===== src/rtl/pyrm_decode_block.sv =====
// pyrm_decode_block
// Decode stage sitting directly behind fetch. Incoming {pc, inst} pairs are
// held in a 2-entry skid FIFO. The head entry is decoded into RV64I fields
// and offered to execute. Because the FIFO has two entries, fetch can keep
// streaming at full rate even though execute may stall.
//
// Ports:
//   clk, reset_pyri (async, active-low), flush_pyri (sync flush)
//   upstream   : pc_pyri, inst_pyri, inst_valid_pyri -> inst_retry_pyro
//   downstream : dec_* bundle, dec_valid_pyro <- dec_retry_pyri
//   A transfer happens when valid is high and retry is low in the same cycle.
module pyrm_decode_block #(
  parameter int PC_W   = 64,
  parameter int INST_W = 32
) (
  input  logic              clk,
  input  logic              reset_pyri,
  input  logic              flush_pyri,
  input  logic [PC_W-1:0]   pc_pyri,
  input  logic [INST_W-1:0] inst_pyri,
  input  logic              inst_valid_pyri,
  output logic              inst_retry_pyro,
  output logic [PC_W-1:0]   dec_pc_pyro,
  output logic [4:0]        dec_rd_pyro,
  output logic [4:0]        dec_rs1_pyro,
  output logic [4:0]        dec_rs2_pyro,
  output logic [2:0]        dec_funct3_pyro,
  output logic [6:0]        dec_funct7_pyro,
  output logic [PC_W-1:0]   dec_imm_pyro,
  output logic [3:0]        dec_class_pyro,
  output logic              dec_rd_we_pyro,
  output logic              dec_is_branch_pyro,
  output logic              dec_illegal_pyro,
  output logic              dec_valid_pyro,
  input  logic              dec_retry_pyri
);

  localparam logic [3:0] CLS_OP      = 4'd0;
  localparam logic [3:0] CLS_OPIMM   = 4'd1;
  localparam logic [3:0] CLS_LOAD    = 4'd2;
  localparam logic [3:0] CLS_STORE   = 4'd3;
  localparam logic [3:0] CLS_BRANCH  = 4'd4;
  localparam logic [3:0] CLS_JAL     = 4'd5;
  localparam logic [3:0] CLS_JALR    = 4'd6;
  localparam logic [3:0] CLS_LUI     = 4'd7;
  localparam logic [3:0] CLS_AUIPC   = 4'd8;
  localparam logic [3:0] CLS_OP32    = 4'd9;
  localparam logic [3:0] CLS_OPIMM32 = 4'd10;
  localparam logic [3:0] CLS_ILLEGAL = 4'd15;

  // FIFO storage and control
  logic [PC_W-1:0]   pc_mem   [2];
  logic [INST_W-1:0] inst_mem [2];
  logic              wr_ptr_reg;
  logic              rd_ptr_reg;
  logic [1:0]        count_reg;
  logic [1:0]        count_next;
  logic              retry_reg;

  logic push;
  logic pop;

  assign push = inst_valid_pyri & ~retry_reg;
  assign pop  = (count_reg != 2'd0) & ~dec_retry_pyri;

  always_comb begin
    count_next = count_reg;
    case ({push, pop})
      2'b10:   count_next = count_reg + 2'd1;
      2'b01:   count_next = count_reg - 2'd1;
      default: count_next = count_reg;
    endcase
  end

  // Retry is registered from the next count so fetch sees a clean flop
  // output; it is high exactly while both entries are occupied.
  always_ff @(posedge clk or negedge reset_pyri) begin
    if (!reset_pyri) begin
      wr_ptr_reg <= 1'b0;
      rd_ptr_reg <= 1'b0;
      count_reg  <= 2'd0;
      retry_reg  <= 1'b0;
    end else if (flush_pyri) begin
      wr_ptr_reg <= 1'b0;
      rd_ptr_reg <= 1'b0;
      count_reg  <= 2'd0;
      retry_reg  <= 1'b0;
    end else begin
      if (push) wr_ptr_reg <= ~wr_ptr_reg;
      if (pop)  rd_ptr_reg <= ~rd_ptr_reg;
      count_reg <= count_next;
      retry_reg <= (count_next == 2'd2);
    end
  end

  // Storage needs no reset: entries are only observed while count says valid.
  always_ff @(posedge clk) begin
    if (push && !flush_pyri) begin
      pc_mem[wr_ptr_reg]   <= pc_pyri;
      inst_mem[wr_ptr_reg] <= inst_pyri;
    end
  end

  assign inst_retry_pyro = retry_reg;
  assign dec_valid_pyro  = (count_reg != 2'd0);

  // Decode of the head entry
  logic [INST_W-1:0] head_inst;
  logic [3:0]        cls;
  logic [PC_W-1:0]   imm;

  assign head_inst       = inst_mem[rd_ptr_reg];
  assign dec_pc_pyro     = pc_mem[rd_ptr_reg];
  assign dec_rd_pyro     = head_inst[11:7];
  assign dec_rs1_pyro    = head_inst[19:15];
  assign dec_rs2_pyro    = head_inst[24:20];
  assign dec_funct3_pyro = head_inst[14:12];
  assign dec_funct7_pyro = head_inst[31:25];

  always_comb begin
    cls = CLS_ILLEGAL;
    case (head_inst[6:0])
      7'b0110011: cls = CLS_OP;
      7'b0010011: cls = CLS_OPIMM;
      7'b0000011: cls = CLS_LOAD;
      7'b0100011: cls = CLS_STORE;
      7'b1100011: cls = CLS_BRANCH;
      7'b1101111: cls = CLS_JAL;
      7'b1100111: cls = CLS_JALR;
      7'b0110111: cls = CLS_LUI;
      7'b0010111: cls = CLS_AUIPC;
      7'b0111011: cls = CLS_OP32;
      7'b0011011: cls = CLS_OPIMM32;
      default:    cls = CLS_ILLEGAL;
    endcase
  end

  // Every immediate format sign-extends from inst[31].
  always_comb begin
    imm = '0;
    case (cls)
      CLS_OPIMM, CLS_OPIMM32, CLS_LOAD, CLS_JALR:
        imm = {{(PC_W-12){head_inst[31]}}, head_inst[31:20]};
      CLS_STORE:
        imm = {{(PC_W-12){head_inst[31]}}, head_inst[31:25], head_inst[11:7]};
      CLS_BRANCH:
        imm = {{(PC_W-13){head_inst[31]}}, head_inst[31], head_inst[7],
               head_inst[30:25], head_inst[11:8], 1'b0};
      CLS_LUI, CLS_AUIPC:
        imm = {{(PC_W-32){head_inst[31]}}, head_inst[31:12], 12'b0};
      CLS_JAL:
        imm = {{(PC_W-21){head_inst[31]}}, head_inst[31], head_inst[19:12],
               head_inst[20], head_inst[30:21], 1'b0};
      default:
        imm = '0;
    endcase
  end

  assign dec_class_pyro     = cls;
  assign dec_imm_pyro       = imm;
  assign dec_illegal_pyro   = (cls == CLS_ILLEGAL);
  assign dec_is_branch_pyro = (cls == CLS_BRANCH) | (cls == CLS_JALR);
  // Writes to x0 are suppressed here so execute never has to check rd.
  assign dec_rd_we_pyro     = (cls != CLS_STORE) && (cls != CLS_BRANCH) &&
                              (cls != CLS_ILLEGAL) && (head_inst[11:7] != 5'd0);

endmodule

===== config.mk =====
export PLATFORM = sky130hd
export DESIGN_NAME = pyrm_decode_block
export DESIGN_NICKNAME = d
export VERILOG_FILES = /design/src/rtl/pyrm_decode_block.sv
export SDC_FILE = /design/constraint.sdc
export NUM_CORES = 1
export LEC_CHECK = 0
export ABC_AREA = 1
export CORE_UTILIZATION = 47
export DETAILED_ROUTE_END_ITERATION = 6
export PLACE_DENSITY = 0.79
export SYNTH_ARGS = -nofsm -noshare
export SYNTH_HDL_FRONTEND = slang
export SYNTH_SLANG_ARGS = --single-unit

===== constraint.sdc =====
create_clock -name clk -period 6.65 [get_ports clk]
set_input_delay 1.995 -clock clk [delete_from_list [all_inputs] [get_ports clk]]
set_output_delay 1.995 -clock clk [all_outputs]
set_load 0.1 [all_outputs]

==> out/results.tsv, run 1 <==
stage	metric	value	unit
power	worst_ir_drop_vdd	0.000286	V
logic_synthesis	synth.yosys.seq_area_share	68.6	%
global_routing	global_routing_usage_summed_across_all_routing_layers	22.2	%
logic_synthesis	syn_avg_cell_area	10.9	um^2
route	routed_wirelength	20700	um
placement	numPlacedInstances	1221	
layout	layout.cells.non_filler	1254	
power	cellPowerDensity	454	nW/um^2
power	seq_power_share	28.1	%
cts	cts_root_buffer	clkbuf_16	
cts	post_cts_setup_buffer_count	0	
timing	worstMarginPinSlew	1.05	ns
worst_setup_path	crit_type	reg -> out	
placement	detailedPlace.worstSlack	1.22	ns
global_routing	antenna_found_initial	2	
layout	layout.area.seq	5890	um^2
timing	period_share	88.7	%
worst_setup_path	crit_fanout	60	
status	result_of_the_run	finished clean	
route	route.detailed.drc	0	
worst_setup_path	timing.critical_path.required	4.66	ns
worst_setup_path	worstSetupStartpointType	register	
cts	tritoncts_num_sinks	197	
route	ant_nets	0	
cts	ctsHoldBuffers	0	
worst_setup_path	setup.worst_path.start	rd_ptr_reg	
route	vias_per_cell	4.93	
route	router_iterations_before_antenna_repair	5	
timing	finClkSkew	0.00568	ns
hold_path	hold_path.startpoint	wr_ptr_reg	
worst_setup_path	critical_path.reg2reg.startpoint	inst_retry_pyro	
layout	fillerInstances	1303	
timing	timing_max_transition_violations_final	0	
cts	worst_path_clk_slew	0.07	ns
cts	depth_of_the_cts_h_tree	4	
layout	nets	1113	
logic_synthesis	postSynthNetCount	888	
logic_synthesis	synthesis.yosys.warnings	0	
power	netSwitchingFraction	50.8	%
global_routing	grt_first_pass_wirelength	30600	um
timing	min_period	5.90	ns
floorplan	number_of_placed_i_o_pins	263	
timing	tns	0	ns
layout	multi_input_logic_area	2150	um^2
logic_synthesis	ys_seq_elements	197	
power	share_of_power_burned_in_combinational_logic	52.7	%
route	via_count	6180	
job	maxCapViolCount	0	
power	leakage	4.89	nW
logic_synthesis	synthDistinctLibCells	34	
logic_synthesis	post_synthesis_instance_total	786	
logic_synthesis	post_synth_instance_area	8580	um^2
route	detail_route.iter0.violations	361	
power	power_share_of_the_clock_group	19.1	%
layout	drive_gt1_share	14.2	%
timing	maximum_clock_frequency	170	MHz
layout	final_core_util	66.9	%
hold_path	worstHoldPathType	reg -> reg	
cts	clk_path_buf_depth	2	
cts	clock_tree_from_tritoncts	built	
timing	grt_setup_unrepaired	no	
floorplan	die_x	137	um
floorplan	initial_utilization	47.9	%
power	power.net_switching	2.77	mW
floorplan	fp-row-count	49	
floorplan	floorplan.core_area	17900	um^2
worst_setup_path	end_kind	primary output	
cts	clock_insertion_delay_worst_skew	0.42	ns
placement	routabilityCongestion	0.953	
floorplan	design.die.area	18800	um^2
cts	post_cts_resized	0	
route	wl_per_cell	16.5	um
timing	worst_hold_slack	0.559	ns
worst_setup_path	cp_data_arrival_time	3.90	ns
power	power.internal	2.68	mW
placement	detailed_place_hpwl	14800	um
cts	number_of_buffers_added_by_the_clock_tree_synthesis_step	17	
layout	largest_register_ff_count	128	
timing	finalHoldViolCount	0	
floorplan	die_h	137	um
timing	timing.final.setup_violations	0	
global_routing	vias_in_the_first_global_route	5831	
global_routing	grt_max_degree	61	
placement	io_buffer_count	262	
global_routing	grt_remaining_overflow	0	
timing	setup_ws	0.751	ns
timing	worst_slew_margin_rel	30.0	%
layout	area_delta_synth_final	39.6	%
## layout by cell type (no fill, tap or decap), types with 4 or more instances in the layout
| cell | count |
|---|---|
| nand2_1 | 328 |
| edfxtp_1 | 192 |
| clkdlybuf4s50_1 | 191 |
| nor2_1 | 54 |
| buf_4 | 44 |
| buf_12 | 34 |
| inv_1 | 32 |
| a21oi_1 | 21 |
| o21ai_0 | 18 |
| clkbuf_16 | 17 |
| nand3_1 | 12 |
| nand2_2 | 11 |
| o21ai_1 | 10 |
| or2_2 | 7 |
| or2_0 | 5 |
| nand2_4 | 4 |
| nor2_4 | 4 |
| dfrtp_1 | 4 |
## power groups by stage
stage / Sequential (mW) / Combinational (mW) / Clock [mW]
2_1_floorplan: 1.55 / 2.20 / 0
6_report: 1.53 / 2.87 / 1.04
5_1_grt: 1.54 / 2.98 / 1.09
3_3_place_gp: 1.55 / 2.86 / 0
3_5_place_dp: 1.56 / 2.87 / 0
4_1_cts: 1.53 / 2.88 / 1.06
## cells in the mapped netlist
library cell	number	area, um^2
nand3_2	3	30.0
nor2_8	1	20.0
clkbuf_1	4	15.0
buf_1	1	3.75
nor2_4	2	22.5
edfxtp_1	192	5770
o21ai_0	18	90.1
dfrtp_1	5	125
and3_1	1	6.26
o21ai_2	2	17.5
buf_6	5	56.3
nor3_1	1	5.00
buf_2	14	70.1
inv_1	32	120
nand4_1	3	18.8
nand2_1	328	1230
nor2_1	56	210
clkbuf_2	1	5.00
nand4_4	1	21.3
buf_4	38	285
and2_1	1	6.26
or2_0	5	31.3
a21oi_1	21	105
nand3_1	12	60.1
inv_2	1	3.75
a21boi_0	1	7.51
ha_1	1	12.5
o22ai_1	1	6.26
nand2_4	4	45.0
nor2_2	2	12.5
o21ai_1	10	50.1
or2_2	7	43.8
nand2_2	11	68.8
xor2_1	1	8.76
## layout make-up
type	count	share of cell area, %
Clock buffer	18	3.58
Clock inverter	14	1.46
Tap cell	229	2.39
Timing Repair Buffer	269	24.4
Multi-Input combinational cell	493	17.9
Inverter	33	1.04
Sequential cell	197	49.2
Antenna cell	1	0.0209
## path summary, 6_finish.rpt
check	to	slack [ns]	depth (start not counted)
hold / removal	wr_ptr_reg	0.56	1
setup reg to reg	pc_mem[0][33]	4.86	4
setup / recovery	dec_imm_pyro[51]	0.75	11
hold reg to reg	wr_ptr_reg	0.56	1
max in group asynchronous	rd_ptr_reg	4.63	1
min in group asynchronous	inst_retry_pyro	1.80	1
## worst max-delay path: stages (launching register included)
cell and delay, ns:
dfrtp_4 0.75, buf_4 0.61, nand2_1 0.14, nand2_2 0.18, nand3_2 0.14, nor2_2 0.17, nand2_1 0.09, nand2_1 0.47
nor2_1 0.11, nand2_1 0.13, buf_12 0.36, buf_12 0.23
## stage by stage
stage          total power [mW]  area, um^2
2_1_floorplan              3.75        8590
3_3_place_gp               4.42       11400
3_5_place_dp               4.43       11400
4_1_cts                    5.47       12000
5_1_grt                    5.61       12000
6_report                   5.44       12000
## per-layer routing
layer,vias to the layer above,routed length [um],track usage [%]
li1,3021,-,-
met1,2847,7750,24.9
met2,287,10300,37.7
met3,25,2160,8.41
met4,0,483,9.28
met5,-,0,0
## cell families after synthesis
group | Yosys count | share of synthesized area, %
compound gates | 53 | 3.22
xor+xnor | 1 | 0.102
fa+ha+maj | 1 | 0.146
buf+inv | 96 | 6.52
flops | 197 | 68.6
simple gates | 438 | 21.4
(Power assumes the default switching activity.)
==> run 2: changes to the inputs <==
--- a/config.mk
+++ b/config.mk
@@ -6,9 +6,10 @@
 export NUM_CORES = 1
 export LEC_CHECK = 0
 export ABC_AREA = 1
-export CORE_UTILIZATION = 47
+export CORE_UTILIZATION = 49
+export CTS_BUF_LIST = sky130_fd_sc_hd__clkbuf_8
 export DETAILED_ROUTE_END_ITERATION = 6
-export PLACE_DENSITY = 0.79
+export PLACE_DENSITY = 0.82
 export SYNTH_ARGS = -nofsm -noshare
 export SYNTH_HDL_FRONTEND = slang
 export SYNTH_SLANG_ARGS = --single-unit
==> out/results.tsv, run 2 (same netlist as run 1, synthesis figures left out) <==
stage	metric	value	unit
timing	tns	0	ns
placement	detailed_place_hpwl	14800	um
worst_setup_path	cp_slowest_cell	nand2_1	
cts	tritoncts_num_sinks	197	
worst_setup_path	buf_inv_stages_crit_path	3	
layout	final_core_util	66.0	%
layout	number_of_diodes	0	
cts	depth_of_the_cts_h_tree	4	
hold_path	hold_path.startpoint	wr_ptr_reg	
timing	period_share	87.3	%
route	route.detailed.drc	0	
timing	maximum_clock_frequency	172	MHz
cts	post_cts_resized	0	
layout	final_cell_mix	nand2_1, clkdlybuf4s50_1, edfxtp_1	
worst_setup_path	cp_top_family	simple AND/OR/NAND/NOR gates	
placement	io_buffer_count	262	
power	worst_ir_drop_vdd	0.000282	V
worst_setup_path	timing.critical_path.required	4.66	ns
timing	finClkSkew	0.0129	ns
timing	worst_slew_margin_rel	30.7	%
cts	clock_insertion_delay_worst_skew	0.46	ns
route	vias_per_cell	4.96	
timing	finalHoldViolCount	0	
cts	number_of_buffers_added_by_the_clock_tree_synthesis_step	17	
timing	timing_max_transition_violations_final	0	
layout	nets	1115	
layout	drive_gt1_share	14.1	%
timing	worstMarginPinSlew	1.04	ns
floorplan	die_h	134	um
cts	cts_root_buffer	clkbuf_8	
timing	min_period	5.81	ns
worst_setup_path	cp_data_arrival_time	3.81	ns
worst_setup_path	crit_top_cell	nand2_2	
cts	clock_tree_from_tritoncts	built	
floorplan	number_of_placed_i_o_pins	263	
timing	worst_hold_slack	0.556	ns
floorplan	fp-row-count	48	
global_routing	grt_max_degree	58	
worst_setup_path	crit_fanout	33	
layout	largest_register_ff_count	128	
global_routing	grt_remaining_overflow	0	
global_routing	vias_in_the_first_global_route	5798	
power	cellPowerDensity	445	nW/um^2
route	wl_per_cell	16.2	um
global_routing	global_routing_usage_summed_across_all_routing_layers	23.0	%
placement	routabilityCongestion	0.940	
worst_setup_path	crit_type	reg -> out	
cts	clk_path_buf_depth	2	
global_routing	grt_first_pass_wirelength	31000	um
floorplan	initial_utilization	50.0	%
floorplan	floorplan.core_area	17200	um^2
worst_setup_path	critical_path.reg2reg.startpoint	inst_retry_pyro	
floorplan	die_x	134	um
cts	worst_path_clk_slew	0.10	ns
floorplan	design.die.area	18000	um^2
hold_path	worstHoldPathType	reg -> reg	
worst_setup_path	worst_path_largest_cell_delay	0.81	ns
worst_setup_path	end_kind	primary output	
route	via_count	6200	
layout	area_delta_synth_final	32.2	%
worst_setup_path	worstSetupStartpointType	register	
power	design_power_total	5.04	mW
layout	layout_commonest_cell	nand2_1	
timing	grt_setup_unrepaired	no	
power	leakage	4.71	nW
cts	ctsHoldBuffers	0	
route	ant_nets	0	
cts	post_cts_setup_buffer_count	0	
route	detail_route.iter0.violations	354	
job	maxCapViolCount	0	
status	result_of_the_run	finished clean	
timing	timing.final.setup_violations	0	
worst_setup_path	worst-r2r-setup-slack	4.30	ns
worst_setup_path	path_cells	clkinv_2, buf_4, nand2_1, nand2_2, nand3_1, nor2_1, nor2_1, nand2_2, nand2_2, nand2_1, buf_4	
route	router_iterations_before_antenna_repair	5	
global_routing	antenna_found_initial	1	
route	routed_wirelength	20300	um
layout	fillerInstances	1321	
worst_setup_path	setup.worst_path.start	rd_ptr_reg	
[run 2: cell types whose count changed in the layout (fill, tap and decap cells not counted), sizes merged, moves of 2 or more]
cell | before | now
bufinv | 3 | 1
clkdlybuf4s50 | 191 | 193
clkinv | 5 | 7
clkinvlp | 3 | 1
inv | 36 | 38
[run 2: path summary, 6_finish.rpt]
path	to	cells after the start
worst max-delay path	dec_imm_pyro[50]	11
worst min-delay path	wr_ptr_reg	1
worst max register to register	pc_mem[0][22]	4
worst min register to register	wr_ptr_reg	1
max in group asynchronous	rd_ptr_reg	1
min in group asynchronous	inst_retry_pyro	1
[run 2: layer usage]
metal | up-vias | track usage, % | part of all wire, % | routed length (um)
met4 | 2 | 5.49 | 1.4 | 278
li1 | 3019 | - | - | -
met2 | 275 | 40.3 | 51 | 10400
met1 | 2880 | 27.2 | 38 | 7740
met3 | 24 | 7.97 | 9.0 | 1830
met5 | - | 0 | 0.054 | 11
[run 2: stage by stage]
step | worst slack, ns | instances | area, um^2
after floorplan | 1.32 | 786 | 8590
after global placement | 1.39 | 1219 | 11000
after detailed placement | 1.31 | 1219 | 11000
after CTS | 0.771 | 1250 | 11300
after global routing | 0.463 | 1250 | 11300
final | 0.844 | 1250 | 11300
[run 2: layout make-up]
type	instances	area [um^2]	share of cell area (%)
flip-flops and latches	197	5890	52.0
repair buffers	271	2520	22.2
multi-input cells	493	2150	18.9
well taps	225	282	2.48
clock inverters	14	145	1.28
clock buffers	17	234	2.06
inverters	33	125	1.10
[run 2: where the power goes]
group          total, mW  switching [mW]  internal (mW)
logic               2.81            2.27          0.537
clock network      0.729           0.423          0.306
registers           1.51          0.0277           1.48
